--- src/rtl/hazard_pkg.sv ---
// -----------------------------------------------------------------------------
// hazard_pkg
// Shared definitions for the pipeline hazard controller.
//   state_t  : memory-wait FSM states (RUN, MEM_WAIT)
//   FWD_*    : EX operand forwarding select codes
// -----------------------------------------------------------------------------
package hazard_pkg;

    typedef enum logic {
        RUN      = 1'b0,
        MEM_WAIT = 1'b1
    } state_t;

    localparam logic [1:0] FWD_RF = 2'd0;  // operand from register file
    localparam logic [1:0] FWD_WB = 2'd1;  // operand from WB result
    localparam logic [1:0] FWD_ME = 2'd2;  // operand from ME result

endpackage

--- src/rtl/hazard_ctrl_fwd_sel.sv ---
// -----------------------------------------------------------------------------
// fwd_sel
// Forwarding select for one EX source operand. The youngest in-flight writer
// (ME) wins over the older one (WB); register 0 is never forwarded.
//   rs                      : EX source register
//   rd_me, regwrite_me      : ME destination and write enable
//   rd_wb, regwrite_wb      : WB destination and write enable
//   sel                     : FWD_RF / FWD_WB / FWD_ME
// -----------------------------------------------------------------------------
module fwd_sel
    import hazard_pkg::*;
#(
    parameter int AW = 5
) (
    input  logic [AW-1:0] rs,
    input  logic [AW-1:0] rd_me,
    input  logic          regwrite_me,
    input  logic [AW-1:0] rd_wb,
    input  logic          regwrite_wb,
    output logic [1:0]    sel
);

    always_comb begin
        sel = FWD_RF;
        if (regwrite_me && (rd_me != '0) && (rd_me == rs)) begin
            sel = FWD_ME;
        end else if (regwrite_wb && (rd_wb != '0) && (rd_wb == rs)) begin
            sel = FWD_WB;
        end
    end

endmodule

--- src/rtl/hazard_ctrl.sv ---
// -----------------------------------------------------------------------------
// hazard_ctrl
// Pipeline hazard controller: operand / store-data forwarding, load-use
// stalls, redirect flushes and a data-memory wait FSM with timeout, plus
// saturating event counters.
//   clk, rst_n                       : clock, async active-low reset
//   rs1_id, rs2_id                   : ID sources (load-use detection)
//   rs1_ex, rs2_ex                   : EX sources (operand forwarding)
//   rd_ex/me/wb, regwrite_ex/me/wb   : destinations and write enables
//   rs2_me                           : ME store-data source
//   memread_ex, branch_taken_ex      : load in EX, redirect resolved in EX
//   mem_req_me, mem_ready_me         : data-memory handshake in ME
//   fwd_a, fwd_b, fwd_sd             : forwarding selects
//   stall_*, flush_*                 : pipeline register hold / bubble
//   mem_timeout                      : memory wait abandoned this cycle
//   cnt_load_use/mem_wait/flush      : saturating event counters
// -----------------------------------------------------------------------------
module hazard_ctrl
    import hazard_pkg::*;
#(
    parameter  int REG_NO = 32,
    parameter  int MEM_TO = 16,
    parameter  int CNT_W  = 32,
    localparam int AW     = $clog2(REG_NO)
) (
    input  logic             clk,
    input  logic             rst_n,
    input  logic [AW-1:0]    rs1_id,
    input  logic [AW-1:0]    rs2_id,
    input  logic [AW-1:0]    rs1_ex,
    input  logic [AW-1:0]    rs2_ex,
    input  logic [AW-1:0]    rd_ex,
    input  logic [AW-1:0]    rd_me,
    input  logic [AW-1:0]    rd_wb,
    input  logic [AW-1:0]    rs2_me,
    input  logic             regwrite_ex,
    input  logic             regwrite_me,
    input  logic             regwrite_wb,
    input  logic             memread_ex,
    input  logic             branch_taken_ex,
    input  logic             mem_req_me,
    input  logic             mem_ready_me,
    output logic [1:0]       fwd_a,
    output logic [1:0]       fwd_b,
    output logic             fwd_sd,
    output logic             stall_if,
    output logic             stall_id,
    output logic             stall_ex,
    output logic             stall_me,
    output logic             flush_id,
    output logic             flush_ex,
    output logic             mem_timeout,
    output logic [CNT_W-1:0] cnt_load_use,
    output logic [CNT_W-1:0] cnt_mem_wait,
    output logic [CNT_W-1:0] cnt_flush
);

    localparam int            WW     = (MEM_TO > 2) ? $clog2(MEM_TO) : 1;
    localparam logic [WW-1:0] W_LAST = WW'(MEM_TO - 1);

    state_t        state, state_nx;
    logic [WW-1:0] wcnt;
    logic          pend_flush;   // redirect seen while frozen, applied later
    logic          lu_hold;      // load-use stall already taken for this hazard
    logic          mem_stall;
    logic          load_use;
    logic          redirect;
    logic          lu_apply;

    // Load-use detection keys only on memread_ex; the EX write enable is not
    // needed for any decision here.
    logic          unused_regwrite_ex;
    assign unused_regwrite_ex = regwrite_ex;

    // ---------------------------------------------------------------- forwarding
    fwd_sel #(.AW(AW)) u_fwd_a (
        .rs          (rs1_ex),
        .rd_me       (rd_me),
        .regwrite_me (regwrite_me),
        .rd_wb       (rd_wb),
        .regwrite_wb (regwrite_wb),
        .sel         (fwd_a)
    );

    fwd_sel #(.AW(AW)) u_fwd_b (
        .rs          (rs2_ex),
        .rd_me       (rd_me),
        .regwrite_me (regwrite_me),
        .rd_wb       (rd_wb),
        .regwrite_wb (regwrite_wb),
        .sel         (fwd_b)
    );

    // Store data in ME can only be behind the WB writer.
    assign fwd_sd = regwrite_wb && (rd_wb != '0) && (rd_wb == rs2_me);

    // ------------------------------------------------------------ state register
    // NOTE: sequential state uses non-blocking assignments so every register
    // samples the pre-edge values, independent of process ordering.
    always_ff @(posedge clk or negedge rst_n) begin
        if (!rst_n) begin
            state <= RUN;
        end else begin
            state <= state_nx;
        end
    end

    // ------------------------------------------------------------ next state
    always_comb begin
        state_nx = state;
        case (state)
            RUN:      if (mem_req_me && !mem_ready_me) state_nx = MEM_WAIT;
            MEM_WAIT: if (mem_ready_me || (wcnt == W_LAST)) state_nx = RUN;
            default:  state_nx = RUN;
        endcase
    end

    // ------------------------------------------------------------ outputs
    // NOTE: rst_n gates the combinational stall/flush decode so these outputs
    // are 0 during reset even though their inputs may still be active.
    always_comb begin
        mem_stall   = 1'b0;
        mem_timeout = 1'b0;
        redirect    = 1'b0;
        lu_apply    = 1'b0;
        stall_if    = 1'b0;
        stall_id    = 1'b0;
        stall_ex    = 1'b0;
        stall_me    = 1'b0;
        flush_id    = 1'b0;
        flush_ex    = 1'b0;
        load_use    = memread_ex && (rd_ex != '0) &&
                      ((rd_ex == rs1_id) || (rd_ex == rs2_id));
        if (rst_n) begin
            case (state)
                RUN: mem_stall = mem_req_me && !mem_ready_me;
                MEM_WAIT: begin
                    mem_stall   = !mem_ready_me && (wcnt < W_LAST);
                    mem_timeout = !mem_ready_me && (wcnt == W_LAST);
                end
                default: ;
            endcase
            redirect = !mem_stall && (branch_taken_ex || pend_flush);
            lu_apply = !mem_stall && !redirect && load_use && !lu_hold;
            stall_if = mem_stall || lu_apply;
            stall_id = mem_stall || lu_apply;
            stall_ex = mem_stall;
            stall_me = mem_stall;
            flush_id = redirect;
            flush_ex = redirect || lu_apply;
        end
    end

    // ------------------------------------------------------------ wait / pending
    // While the pipeline is frozen, EX cannot act on a redirect, so it is
    // remembered and issued on the first unfrozen cycle. lu_hold only advances
    // on unfrozen cycles, so a memory stall does not re-arm a finished
    // load-use stall.
    always_ff @(posedge clk or negedge rst_n) begin
        if (!rst_n) begin
            wcnt       <= '0;
            pend_flush <= 1'b0;
            lu_hold    <= 1'b0;
        end else begin
            wcnt <= ((state == MEM_WAIT) && (state_nx == MEM_WAIT)) ? wcnt + WW'(1) : '0;
            if (mem_stall) begin
                pend_flush <= pend_flush || branch_taken_ex;
            end else begin
                pend_flush <= 1'b0;
                lu_hold    <= lu_apply;
            end
        end
    end

    // ------------------------------------------------------------ counters
    function automatic logic [CNT_W-1:0] sat_inc(input logic [CNT_W-1:0] v);
        return (&v) ? v : v + CNT_W'(1);
    endfunction

    always_ff @(posedge clk or negedge rst_n) begin
        if (!rst_n) begin
            cnt_load_use <= '0;
            cnt_mem_wait <= '0;
            cnt_flush    <= '0;
        end else begin
            if (lu_apply)  cnt_load_use <= sat_inc(cnt_load_use);
            if (mem_stall) cnt_mem_wait <= sat_inc(cnt_mem_wait);
            if (redirect)  cnt_flush    <= sat_inc(cnt_flush);
        end
    end

endmodule

--- config.mk ---
export PLATFORM = sky130hd
export DESIGN_NAME = hazard_ctrl
export DESIGN_NICKNAME = d
export VERILOG_FILES = /design/src/rtl/hazard_pkg.sv /design/src/rtl/hazard_ctrl_fwd_sel.sv /design/src/rtl/hazard_ctrl.sv
export SDC_FILE = /design/constraint.sdc
export NUM_CORES = 1
export LEC_CHECK = 0
export CAP_MARGIN = 20
export CELL_PAD_IN_SITES_DETAIL_PLACEMENT = 1
export CELL_PAD_IN_SITES_GLOBAL_PLACEMENT = 1
export CORE_MARGIN = 4
export CORE_UTILIZATION = 36
export CTS_BUF_LIST = sky130_fd_sc_hd__clkbuf_16
export DETAILED_ROUTE_END_ITERATION = 16
export PLACE_DENSITY_LB_ADDON = 0.3
export SETUP_SLACK_MARGIN = 0.5
export SLEW_MARGIN = 40
export SYNTH_ARGS = -nofsm -noshare
export SYNTH_HDL_FRONTEND = slang
export SYNTH_SLANG_ARGS = --single-unit
--- constraint.sdc ---
create_clock -name clk -period 2.95 [get_ports clk]
set_input_delay 0.4425 -clock clk [delete_from_list [all_inputs] [get_ports clk]]
set_output_delay 0.4425 -clock clk [all_outputs]
set_load 0.02 [all_outputs]
==> flow_metrics.tcl, run 1 <==
set metrics [dict create \
    outcome "completed" \
    clkSlewWorstSetupHoldPaths_ns 0.07 \
    route.detailed.vias_per_inst 5.241 \
    max_cap_violation_count 0 \
    boundaryPins 157 \
    grt-ovfl-total 0 \
    area_growth_pct 43.43 \
    yosys_most_used_dff "dfrtp_1" \
    setup-violations-final 0 \
    final_area_um2 7711 \
    synth-seq-cells 103 \
    die_y_um 130.2 \
    maximum_cell_stage_delay_along_the_critical_path_ns 0.56 \
    floorplan.initialDensity_pct 36.85 \
    place_area_um2 7335 \
    final_max_slew_viol_count 0 \
    mostFrequentLayoutCell "clkdlybuf4s50_1" \
    fmax_mhz 413.8 \
    power_density_nw_per_um2 441.6 \
    critical_path_required_ns 2.51 \
    share_of_cells_above_drive_strength_1_pct 12.53 \
    layout_common_cells "127 x clkdlybuf4s50_1, 103 x dfrtp_1, 72 x xnor2_1" \
    setup_slack_ns 0.5332 \
    slew-limit-headroom_pct 51.92 \
    clk-insertion-delay-late_ns 0.35 \
    post-place-ws_ns -0.2953 \
    dp_hpwl_um 12340 \
    via_count 4733 \
    wire_length_of_the_first_global_routing_pass_um 26300 \
    grt_resource_usage_total_pct 19.45 \
    grt_start_max_net_pins 56 \
    worstPathCellList "clkdlybuf4s15_1 > buf_6 > xor2_1 > or4_4 > nor4_4 > buf_4" \
    cell_count_after_synthesis 526 \
    finalWirelength_um 16440 \
    critical_path.top_delay_family "simple AND/OR/NAND/NOR gates" \
    chipWidth_um 130.2 \
    detailedRoute.firstPassIterationCount 4 \
    cts_htree_levels 3 \
    max_slew.worst_pin.slew_ns 0.7185 \
    syn-cell-area_um2 5376 \
    pwr-share-seq_pct 47.1 \
    port-buffer-count 155 \
    synth_nets 579 \
    tritoncts.num_buffers 9 \
    core.rowCount 44 \
    period_share_pct 81.93 \
    relative_contribution_of_combinational_cells_to_total_power_pct 18.4 \
    grt_pass1_vias 5097 \
    timing.critical_path.to_type "output port" \
    timing.clock.skew_ns 0.009352 \
    final_util_pct 52.86 \
    core_outline_area_um2 14590 \
    die_area_um2 16950 \
    hold_class "in2async" \
    synth_enable_flop_cells 0 \
    arrival_ns 1.97 \
    initialDrtViolationCount 226 \
    internal_power_mw 2.433 \
    setup_repair_after_global_routing_missed_its_margin "false" \
    clockRootBuffer "clkbuf_16" \
    clock_network_fraction_of_total_power_pct 34.5 \
    clock_tree.buffer_depth 2 \
    drt.antenna.violating_nets 0 \
    synth-seq-area-share_pct 47.94 \
    final-hold-violation-count 0 \
    tmin_final_ns 2.417 \
    timing.critical_path.from_type "input port" \
    nets 769 \
    fin_hold_ws_ns 0.08561 \
    routabilityCongestion 0.8716 \
    drc 0 \
    tritoncts_clock_tree "yes" \
    netlist-cell-type-count 46 \
    async_sr_flop_fraction_pct 100.0 \
    p_leak_nw 3.358 \
    criticalPathCategory "in2out" \
    critical_path.n_buffers_inverters 3 \
    syn-mean-instance-area_um2 10.22 \
    yosysWarnings 0 \
    timing.critical_path.fanout_max 3 \
    dp.cells 884 \
    slowest_stage "or4_4" \
    power.switching_mw 0.9720 \
    cts.sink_count 103 \
    instances_no_fill 903 \
    initial_antenna_violation_count 1 \
    ir_drop_mv 0.2609 \
    power.share.switching_pct 28.54 \
    detail_route.wl_per_cell_um 18.21 \
]
==> power by group through the flow <==
stage,combinational [mW],sequential (mW),clock (mW)
2_1_floorplan,0.172,1.69,0
3_3_place_gp,0.591,1.62,0
3_5_place_dp,0.619,1.63,0
4_1_cts,0.629,1.60,1.21
5_1_grt,0.678,1.62,1.27
6_report,0.626,1.60,1.18
==> state kept, by name, summed over array words and instances, names as in the netlist <==
| name | flops |
|---|---|
| pend_flush | 1 |
| lu_hold | 1 |
| cnt_load_use | 32 |
| state | 1 |
| wcnt | 4 |
| cnt_mem_wait | 32 |
| cnt_flush | 32 |
==> final cells by class <==
class / instances / area [µm²]
Timing Repair Buffer: 187 / 1753
Inverter: 11 / 41.29
Tap cell: 184 / 230.2
Sequential cell: 103 / 2577
Clock buffer: 9 / 225.2
Clock inverter: 4 / 50.05
Fill cell: 1613 / 6878
Multi-Input combinational cell: 404 / 2831
Antenna cell: 1 / 2.502
==> synth_stat cells, types with 5 or more instances <==
cell | n | area [µm²]
xnor2_1 | 72 | 630.6
clkbuf_1 | 5 | 18.77
nand2_1 | 36 | 135.1
and2_1 | 7 | 43.79
nand3_1 | 49 | 245.2
dfrtp_1 | 103 | 2577
xor2_1 | 55 | 481.7
nor3_1 | 20 | 100.1
nand4_1 | 36 | 225.2
and3_1 | 14 | 87.58
nor4_1 | 12 | 75.07
o21ai_0 | 6 | 30.03
inv_1 | 11 | 41.29
and4_1 | 8 | 70.07
nor2_1 | 39 | 146.4
==> metal layers <==
layer	wire [µm]	vias up	GRT usage (%)
li1	-	2227	-
met1	6892	2377	24.38
met2	8346	113	32.98
met3	962	16	4.830
met4	239	0	6.235
met5	0	-	0
==> worst paths after layout <==
| path | from | slack, ns | cells past startpoint | end |
|---|---|---|---|---|
| setup reg to reg | wcnt[0]$_DFF_PN0_ | 0.62 | 7 | cnt_flush[31]$_DFFE_PN0P_ |
| min in group clk | wcnt[0]$_DFF_PN0_ | 0.48 | 1 | wcnt[0]$_DFF_PN0_ |
| max in group asynchronous | rst_n | 1.75 | 3 | cnt_flush[17]$_DFFE_PN0P_ |
| hold / removal | rst_n | 0.09 | 2 | wcnt[2]$_DFF_PN0_ |
| setup / recovery | rd_wb[0] | 0.53 | 6 | fwd_b[0] |
| hold reg to reg | wcnt[0]$_DFF_PN0_ | 0.48 | 1 | wcnt[0]$_DFF_PN0_ |
==> through the flow <==
step | setup TNS, ns | power, mW
after global routing | 0 | 3.569
final | 0 | 3.406
after detailed placement | -0.8663 | 2.247
after floorplan | 0 | 1.864
after global placement | -0.4107 | 2.208
after CTS | 0 | 3.443
==> repair_timing <==
action | 4_1_cts | 5_1_grt
setup endpoints to repair | 11 | 20
pin swaps | 5 | 7
gates resized for setup | 66 | 25
endpoints found under the hold margin | 2 | 0
buffers inserted | 3 | 1
hold buffers | 1 | 0
==> logic make-up (layout without fill, tap and decap cells) <==
logic type	count (synthesis)	count (layout)	synth area share [%]
xor+xnor	127	127	20.69
buf+inv	19	211	1.489
simple gates	250	250	25.95
flops	103	103	47.94
fa+ha+maj	4	4	0.9309
mux	2	2	0.4189
compound gates	21	21	2.583
other cells	0	1	0
No activity file was read; power rests on OpenSTA's default activity.
==> run 2: changes to the inputs <==
--- a/config.mk
+++ b/config.mk
@@ -9,7 +9,7 @@
 export CELL_PAD_IN_SITES_DETAIL_PLACEMENT = 1
 export CELL_PAD_IN_SITES_GLOBAL_PLACEMENT = 1
 export CORE_MARGIN = 4
-export CORE_UTILIZATION = 36
+export CORE_UTILIZATION = 33
 export CTS_BUF_LIST = sky130_fd_sc_hd__clkbuf_16
 export DETAILED_ROUTE_END_ITERATION = 16
 export PLACE_DENSITY_LB_ADDON = 0.3
==> constraint.sdc (replaced) <==
create_clock -name clk -period 2.2 [get_ports clk]
set_input_delay 0.33 -clock clk [delete_from_list [all_inputs] [get_ports clk]]
set_output_delay 0.33 -clock clk [all_outputs]
set_load 0.02 [all_outputs]
==> run 2 against run 1 <==
  * The run now ends with setup timing left
  * Sequential share of layout area decreased by 6.3 points
  * Register-to-register slack got worse by 0.65 ns
  * Die area increased by 8.5%
  * Utilization increased by 8.0 points
  * Total power increased by 51%
  * Critical path depth increased by 2
  * Sequential cell count unchanged
==> flow_metrics.tcl, run 2 (synthesis results as in run 1) <==
set metrics [dict create \
    fmax_mhz 447.5 \
    detailroute.wirelength.met3_um 818 \
    finalWirelength_um 21150 \
    grt_start_max_net_pins 56 \
    relative_contribution_of_combinational_cells_to_total_power_pct 20.8 \
    internal_power_mw 3.638 \
    boundaryPins 157 \
    area_growth_pct 80.45 \
    share_of_cells_above_drive_strength_1_pct 44.40 \
    final-hold-violation-count 0 \
    power_density_nw_per_um2 530.7 \
    grt-ovfl-total 0 \
    die_area_um2 18400 \
    drc 0 \
    timing.critical_path.from_type "register" \
    max_slew.worst_pin.slew_ns 0.7438 \
    clkSlewWorstSetupHoldPaths_ns 0.08 \
    num-fill-cells 1694 \
    wirelength_met1_um 8432 \
    power.switching_mw 1.511 \
    core.rowCount 46 \
    fin_hold_ws_ns 0.1107 \
    final_max_slew_viol_count 0 \
    ir_drop_mv 0.3375 \
    post-place-ws_ns -0.7288 \
    via_count 5329 \
    cts_htree_levels 3 \
    timing.critical_path.fanout_max 4 \
    setup_slack_ns -0.03468 \
    top_signal_layer_used "met4" \
    die_y_um 135.6 \
    chipWidth_um 135.6 \
    detail_route.wl_per_cell_um 20.34 \
    final_area_um2 9702 \
    drt.antenna.violating_nets 0 \
    routabilityCongestion 0.8693 \
    initialDrtViolationCount 179 \
    pwr-share-seq_pct 42.0 \
    slew-limit-headroom_pct 50.41 \
    setup-violations-final 6 \
    dp_hpwl_um 13070 \
    grt_resource_usage_total_pct 20.88 \
    outcome "complete, but fails checks" \
    initial_antenna_violation_count 1 \
    critical_path_required_ns 2.44 \
    period_share_pct 101.6 \
    nets 870 \
    core_outline_area_um2 15940 \
    tmin_final_ns 2.235 \
    clockRootBuffer "clkbuf_16" \
    timing.critical_path.to_type "register" \
    met2WireLength_um 11550 \
    tritoncts.num_buffers 9 \
    layout_top_registers "cnt_flush (32), cnt_load_use (32), cnt_mem_wait (32)" \
    failed_checks "setup timing" \
    port-buffer-count 155 \
    wire_length_of_the_first_global_routing_pass_um 30550 \
    clock_network_fraction_of_total_power_pct 37.1 \
    route.detailed.vias_per_inst 5.124 \
    arrival_ns 2.47 \
    hold_class "in2async" \
    clk-insertion-delay-late_ns 0.35 \
    grt_pass1_vias 5784 \
    mostFrequentLayoutCell "buf_4" \
    fin_setup_tns_ns -0.09306 \
    power.share.switching_pct 29.35 \
    timing.clock.skew_ns 0.01023 \
    clock_tree.buffer_depth 2 \
    setup_repair_after_global_routing_missed_its_margin "true" \
    p_leak_nw 4.730 \
    cts.sink_count 103 \
    tritoncts_clock_tree "yes" \
    final_util_pct 60.85 \
    detailedRoute.firstPassIterationCount 4 \
    layout_common_cells "96 x buf_4, 95 x dlygate4sd2_1, 60 x dfrtp_1" \
    floorplan.initialDensity_pct 33.72 \
    place_area_um2 8060 \
    criticalPathCategory "reg2reg" \
    max_cap_violation_count 0 \
]
## run 2: routing by layer
layer / track usage (%) / vias up
met5: 0 / -
met4: 6.215 / 0
met3: 3.863 / 26
met2: 38.36 / 127
met1: 24.71 / 2731
li1: - / 2445
## run 2: final timing paths
kind                       cells after the start                           end                          from  slack [ns]
min in group clk                               4          pend_flush$_DFF_PN0_                         rst_n        0.47
min                                            3     cnt_flush[22]$_DFFE_PN0P_                         rst_n        0.11
max reg2reg                                    8  cnt_mem_wait[30]$_DFFE_PN0P_             wcnt[1]$_DFF_PN0_       -0.03
max in group asynchronous                      3   cnt_mem_wait[3]$_DFFE_PN0P_                         rst_n        1.33
min reg2reg                                    1  cnt_load_use[10]$_DFFE_PN0P_  cnt_load_use[10]$_DFFE_PN0P_        0.50
max                                            8  cnt_mem_wait[30]$_DFFE_PN0P_             wcnt[1]$_DFF_PN0_       -0.03
## run 2: repair_timing
action	CTS	global route
hold buffers	1	0
pin swaps	75	64
resized for setup	313	110
buffers inserted	38	23
setup endpoints to repair	198	114
cloned	3	0
hold endpoints to repair	4	0
## run 2: area by class of cell
class	instances	area (µm²)	share of cell area, %
Clock inverter	7	117.6	1.212
Tap cell	216	270.3	2.786
Clock buffer	9	225.2	2.321
Sequential cell	103	2631	27.12
Antenna cell	2	5.005	0.05159
Timing Repair Buffer	288	2668	27.50
Inverter	11	51.30	0.5288
Multi-Input combinational cell	404	3734	38.48
## run 2: critical path: stages (launching register included)
cell and delay (ns):
dfrtp_1 0.40, ha_2 0.20, buf_6 0.11, nand4_1 0.14, nand3_4 0.11, or4b_4 0.56
nor3_4 0.28, nand4_1 0.16, xnor2_1 0.15
## run 2: per-stage QoR
stage,power [mW],std cells
2_1_floorplan,2.555,526
3_3_place_gp,3.033,957
3_5_place_dp,3.087,957
4_1_cts,4.999,1015
5_1_grt,5.327,1039
6_report,5.149,1040
## run 2: power by group through the flow
stage / Sequential [mW] / Clock, mW / Combinational, mW
2_1_floorplan: 2.29 / 0 / 0.268
3_3_place_gp: 2.19 / 0 / 0.846
3_5_place_dp: 2.20 / 0 / 0.890
4_1_cts: 2.15 / 1.92 / 0.937
5_1_grt: 2.18 / 2.01 / 1.14
6_report: 2.16 / 1.91 / 1.07
==> run 3: changes to the inputs <==
--- a/config.mk
+++ b/config.mk
@@ -5,7 +5,7 @@
 export SDC_FILE = /design/constraint.sdc
 export NUM_CORES = 1
 export LEC_CHECK = 0
-export CAP_MARGIN = 20
+export CAP_MARGIN = 30
 export CELL_PAD_IN_SITES_DETAIL_PLACEMENT = 1
 export CELL_PAD_IN_SITES_GLOBAL_PLACEMENT = 1
 export CORE_MARGIN = 4
@@ -17,4 +17,5 @@
 export SLEW_MARGIN = 40
 export SYNTH_ARGS = -nofsm -noshare
 export SYNTH_HDL_FRONTEND = slang
+export SYNTH_HIERARCHICAL = 1
 export SYNTH_SLANG_ARGS = --single-unit
==> run 3 against run 2 <==
  * Die area grew 0.59%
  * Critical path depth grew 1
  * Non-clock buffer count grew 12
  * Register-to-register slack gained 0.05 ns
  * Largest cell class unchanged
  * Critical endpoint is now cnt_flush[15]$_DFFE_PN0P_
  * The flow now finishes without violations
  * Routed wire length grew 8.7%
  * Critical path type unchanged
  * Clock power shrank 11%
==> flow_metrics.tcl, run 3 <==
set metrics [dict create \
    outcome "completed" \
    clk-insertion-delay-late_ns 0.36 \
    synth-seq-cells 103 \
    internal_power_mw 3.447 \
    grt-ovfl-total 0 \
    async_sr_flop_fraction_pct 100.0 \
    post-synth-top-count-cell "dfrtp_1" \
    worstSetupPathDepth 9 \
    synth_top_cells_by_area "dfrtp_1 48%, xnor2_1 13%, xor2_1 7.1%, nand4_1 4.2%, nand3_1 4.0%" \
    drc 0 \
    timing.critical_path.to_type "register" \
    tritoncts_clock_tree "yes" \
    insertedDiodeCount 0 \
    dp_hpwl_um 13090 \
    synthMuxAreaShare_pct 0.2775 \
    cell_count_after_synthesis 527 \
    slowest_stage "or3_4" \
    timing.critical_path.fanout_max 5 \
    setup-violations-final 0 \
    setup_slack_ns 0.01809 \
    die_y_um 136.0 \
    arrival_ns 2.42 \
    regToRegSetupSlack_ns 0.02 \
    drt.antenna.violating_nets 0 \
    layout_common_cells "104 x buf_4, 100 x dlygate4sd2_1, 74 x dfrtp_1" \
    syn-mean-instance-area_um2 10.27 \
    clkSlewWorstSetupHoldPaths_ns 0.08 \
    power.share.switching_pct 30.52 \
    core_outline_area_um2 16000 \
    grt_start_max_net_pins 44 \
    tmin_final_ns 2.182 \
    hold_class "in2async" \
    clock_network_fraction_of_total_power_pct 34.3 \
    yosysWarnings 6 \
    netlist-cell-type-count 48 \
    finalWirelength_um 22990 \
    synth_nets 580 \
    port-buffer-count 155 \
    maximum_cell_stage_delay_along_the_critical_path_ns 0.40 \
    post-place-ws_ns -0.5739 \
    clock_tree.buffer_depth 2 \
    wire_length_of_the_first_global_routing_pass_um 32190 \
    layout_top_registers "cnt_flush (32), cnt_load_use (32), cnt_mem_wait (32)" \
    cts_htree_levels 3 \
    yosys.area_share.xor_xnor_pct 20.07 \
    max_cap_violation_count 0 \
    synthAdderAreaFrac_pct 0.9251 \
    core.rowCount 46 \
    boundaryPins 157 \
    power_density_nw_per_um2 498.0 \
    detail_route.wl_per_cell_um 21.79 \
    power.switching_mw 1.514 \
    share_of_cells_above_drive_strength_1_pct 47.08 \
    route.detailed.vias_per_inst 5.249 \
    synth_area_in_compound_gates_pct 3.030 \
    synth_top_family_by_area "simple AND/OR/NAND/NOR gates" \
    die_area_um2 18510 \
    area_growth_pct 84.16 \
    mostFrequentLayoutCell "buf_4" \
    initial_antenna_violation_count 1 \
    criticalPathCategory "reg2reg" \
    cts.sink_count 103 \
    dp.cells 951 \
    setup_repair_after_global_routing_missed_its_margin "true" \
    critical_path_required_ns 2.43 \
    p_leak_nw 5.001 \
    synth_largest_area_cell "dfrtp_1" \
    timing.critical_path.from_type "register" \
    period_share_pct 99.18 \
    yosys_most_used_dff "dfrtp_1" \
    max_slew.worst_pin.slew_ns 0.5883 \
    fmax_mhz 458.3 \
    routabilityCongestion 0.8553 \
    detailedRoute.firstPassIterationCount 5 \
    relative_contribution_of_combinational_cells_to_total_power_pct 22.1 \
    final-hold-violation-count 0 \
    instances_no_fill 1055 \
    yosysTopAreaCellShare_pct 47.64 \
    tritoncts.num_buffers 9 \
    critical_path.n_buffers_inverters 2 \
    grt_pass1_vias 5959 \
    via_count 5538 \
    synth-simple-area-share_pct 27.08 \
    final_max_slew_viol_count 0 \
    clockRootBuffer "clkbuf_16" \
    synth_common_cells "103 x dfrtp_1, 80 x xnor2_1, 54 x nand2_1" \
    report.power.total_mw 4.961 \
    length_in_cells_of_the_worst_reg_to_reg_path 9 \
    critical_path.top_delay_family "simple AND/OR/NAND/NOR gates" \
    nets 887 \
    ir_drop_mv 0.4383 \
    fin_setup_tns_ns 0 \
    final_util_pct 62.27 \
    timing.clock.skew_ns 0.01173 \
    worstPathCellList "ha_2 > nand4_1 > buf_4 > a21o_4 > or3_4 > a21oi_4 > buf_6 > nand3_4 > xnor2_2" \
    synth-seq-area-share_pct 47.64 \
    grt_resource_usage_total_pct 21.88 \
    synth_enable_flop_cells 0 \
    pwr-share-seq_pct 43.6 \
    syn-cell-area_um2 5410 \
    slew-limit-headroom_pct 60.78 \
    initialDrtViolationCount 287 \
    chipWidth_um 136.0 \
    floorplan.initialDensity_pct 33.81 \
]
## run 3: cell types whose count changed after synthesis, moves of 5 or more
cell / before / now
inv_1: 11 / 6
nand2_1: 36 / 54
o21ai_0: 6 / 1
xor2_1: 55 / 44
xnor2_1: 72 / 80
nand3_1: 49 / 43
and3_1: 14 / 19
## run 3: routing by layer
layer | up-vias | GRT usage [%] | wire length [µm]
met5 | - | 0 | 11
met4 | 2 | 7.223 | 512
li1 | 2480 | - | -
met2 | 179 | 39.46 | 12490
met3 | 43 | 4.589 | 1085
met1 | 2834 | 25.83 | 8890
## run 3: power groups by stage
stage          clock network [mW]  logic, mW  registers [mW]
2_1_floorplan                   0      0.257            2.29
3_3_place_gp                    0      0.811            2.19
3_5_place_dp                    0      0.849            2.21
4_1_cts                      1.70      0.914            2.15
5_1_grt                      1.81       1.17            2.17
6_report                     1.70       1.10            2.16
## run 3: layout make-up
class / instances / area, µm²
fill: 1679 / 6037
multi-input combinational: 414 / 4056
timing repair buffer: 300 / 2690
sequential: 103 / 2614
tap: 216 / 270.3
clock buffer: 9 / 225.2
clock inverter: 7 / 77.57
inverter: 6 / 30.03
## run 3: worst reg2reg max path, cell delays in order, from the launching register on
cell and delay (ns):
dfrtp_1 0.37, ha_2 0.19, nand4_1 0.11, buf_4 0.17, a21o_4 0.21, or3_4 0.40, a21oi_4 0.24, buf_6 0.15
nand3_4 0.08, xnor2_2 0.15
## run 3: stage by stage
stage                     hold slack, ns  instance area [µm²]
after floorplan                  0.03441                 5811
after global placement            0.3178                 8008
after detailed placement          0.3217                 8008
after CTS                         0.2254                 9176
after global routing              0.2521                 9963
final                             0.2097                 9963
## run 3: path summary, 6_finish.rpt
path / end / start
setup reg to reg: cnt_flush[15]$_DFFE_PN0P_ / wcnt[1]$_DFF_PN0_
setup / recovery: cnt_flush[15]$_DFFE_PN0P_ / wcnt[1]$_DFF_PN0_
min in group clk: cnt_flush[19]$_DFFE_PN0P_ / cnt_flush[19]$_DFFE_PN0P_
max in group asynchronous: state$_DFF_PN0_ / rst_n
hold / removal: cnt_load_use[15]$_DFFE_PN0P_ / rst_n
hold reg to reg: cnt_flush[19]$_DFFE_PN0P_ / cnt_flush[19]$_DFFE_PN0P_
## run 3: logic make-up (layout without fill, tap and decap cells)
group	count (synthesis)	in the layout
simple gates	264	264
buf+inv	11	322
mux	1	1
fa+ha+maj	4	4
flops	103	103
compound gates	20	21
xor+xnor	124	124
## run 3: repair_timing
action                                  CTS  global route
gates resized for setup                 341           130
buffers inserted                         57            28
hold endpoints to repair                 24             0
pin swaps                               107            84
hold buffers                              2             0
endpoints found under the setup margin  197           115
cloned                                    1             0
==> RTL edit: new RTL, flow settings as in run 2 <==
`REG_NO`: 32 -> 16.
--- a/src/rtl/hazard_ctrl.sv
+++ b/src/rtl/hazard_ctrl.sv
@@ -18,7 +18,7 @@
 module hazard_ctrl
     import hazard_pkg::*;
 #(
-    parameter  int REG_NO = 32,
+    parameter  int REG_NO = 16,
     parameter  int MEM_TO = 16,
     parameter  int CNT_W  = 32,
     localparam int AW     = $clog2(REG_NO)
Ports: changed (8 resized); port bits go from 157 to 149. The function was not compared with the original's and may differ.
==> RTL edit against run 2 <==
First-iteration DRC count down 8.4%; wire length down 6.7%; the flow still finishes with violations (negative setup slack); clock skew about the same; design area down 2.1%; area after synthesis down 4.2%; setup slack better by 21 ps; fmax up 0.97%; total power down 7.0%; sequential cell count unchanged.
==> RTL edit: results <==
metrics = {
    "placed_design": {
        "dp_slack_ps": -602.3,
        "dp_cells": 915,
        "gp_congestion": 0.8403,
    },
    "layout": {
        "fin_nets": 822,
        "drive_gt1_share_pct": 46.80,
        "num_antenna_cells": 0,
        "nFillCells": 1561,
    },
    "global_route": {
        "grt_antenna_before_repair": 0,
        "first_global_vias": 5548,
        "grt_pass1_wl_um": 29260,
        "grt_use_met3_pct": 3.422,
        "grt_start_max_net_pins": 80,
        "use_met2_pct": 37.47,
        "use_met1_pct": 23.85,
    },
    "setup_path": {
        "slowest_stage": "dfrtp_1",
        "cpPeakStageDelay_ps": 400,
        "critPathMaxFanout": 6,
    },
    "run_status": {
        "status": "complete, but fails checks",
        "violations": "negative setup slack",
    },
    "route": {
        "drt_first_pass_iters": 5,
        "drt_iter0_markers": 164,
        "route.met2.wl_um": 10800,
    },
    "synth": {
        "synth_fa_ha_area_share_pct": 0.9713,
        "syn_inst": 496,
        "synth_commonest_cells": "dfrtp_1 (103), xnor2_1 (87), nand3_1 (47)",
        "synth_nets": 541,
        "ys_types": 42,
        "yosys-top-cells-area": "dfrtp_1 (50%), xnor2_1 (15%), xor2_1 (5.8%)",
        "yosysSeqAreaShare_pct": 50.02,
    },
    "power_and_ir_drop": {
        "ir_drop_v": 0.0004718,
        "switchingPower_uw": 1475,
    },
    "timing": {
        "setup_slack_ps": -13.19,
        "fin_worst_skew_ps": 10.40,
        "worst_slew_pin_slew_ps": 743.3,
        "setup_violations": 1,
    },
}
==> RTL edit: cell count changes after synthesis, moves of 4 or more <==
cell	before	now
xor2_1	55	34
xnor2_1	72	87
nand2_1	36	41
a21oi_1	3	7
nand4_1	36	32
and2_1	7	3
clkbuf_1	5	0
o21ai_0	6	1
nor3_1	20	14
==> RTL edit: metrics by stage <==
step | hold slack (ps) | total power, uW | area [um2] | TNS, ps | util, %
floorplan | 34.41 | 2603 | 5538 | -54.38 | -
global placement | 472.9 | 3134 | 7736 | -18690 | 50.70
detailed placement | 486.6 | 3171 | 7740 | -21030 | 50.73
CTS | 133.4 | 4724 | 8647 | 0 | 56.67
global route | 105.6 | 5022 | 9494 | -1326 | 62.22
finish | 91.79 | 4791 | 9494 | -13.19 | 62.22
==> RTL edit: power groups by stage <==
stage,logic [uW],registers [uW],clock network (uW)
finish,1090,2180,1510
global route,1190,2200,1630
CTS,1010,2170,1550
detailed placement,971,2200,0
global placement,940,2190,0
floorplan,274,2330,0
==> RTL edit: cell type report <==
type	instances	area [um2]	area share [%]
Sequential cell	103	2616	27.56
Timing Repair Buffer	274	2504	26.37
Clock buffer	9	225.2	2.372
Inverter	10	45.04	0.4744
Multi-Input combinational cell	379	3800	40.02
Clock inverter	7	40.04	0.4217
Tap cell	211	264.0	2.781
==> RTL edit: logic make-up after synthesis <==
kind of cell               count (synthesis)
xor gates and xnor gates                 121
DFF                                      103
AOI/OAI and AO/OA                         18
muxes                                      2
buffers and inverters                     14
and+or+nand+nor                          234
adders and majority gates                  4
==> RTL edit: worst min-delay path, stage by stage <==
cell   delay (ps)
buf_4         110
buf_4         140
buf_6         250
==> RTL edit: what timing repair did <==
item / CTS / global route
resized for setup: 300 / 135
setup endpoints to repair: 202 / 111
gates cloned: 0 / 1
setup buffers: 39 / 22
pin swaps: 83 / 80
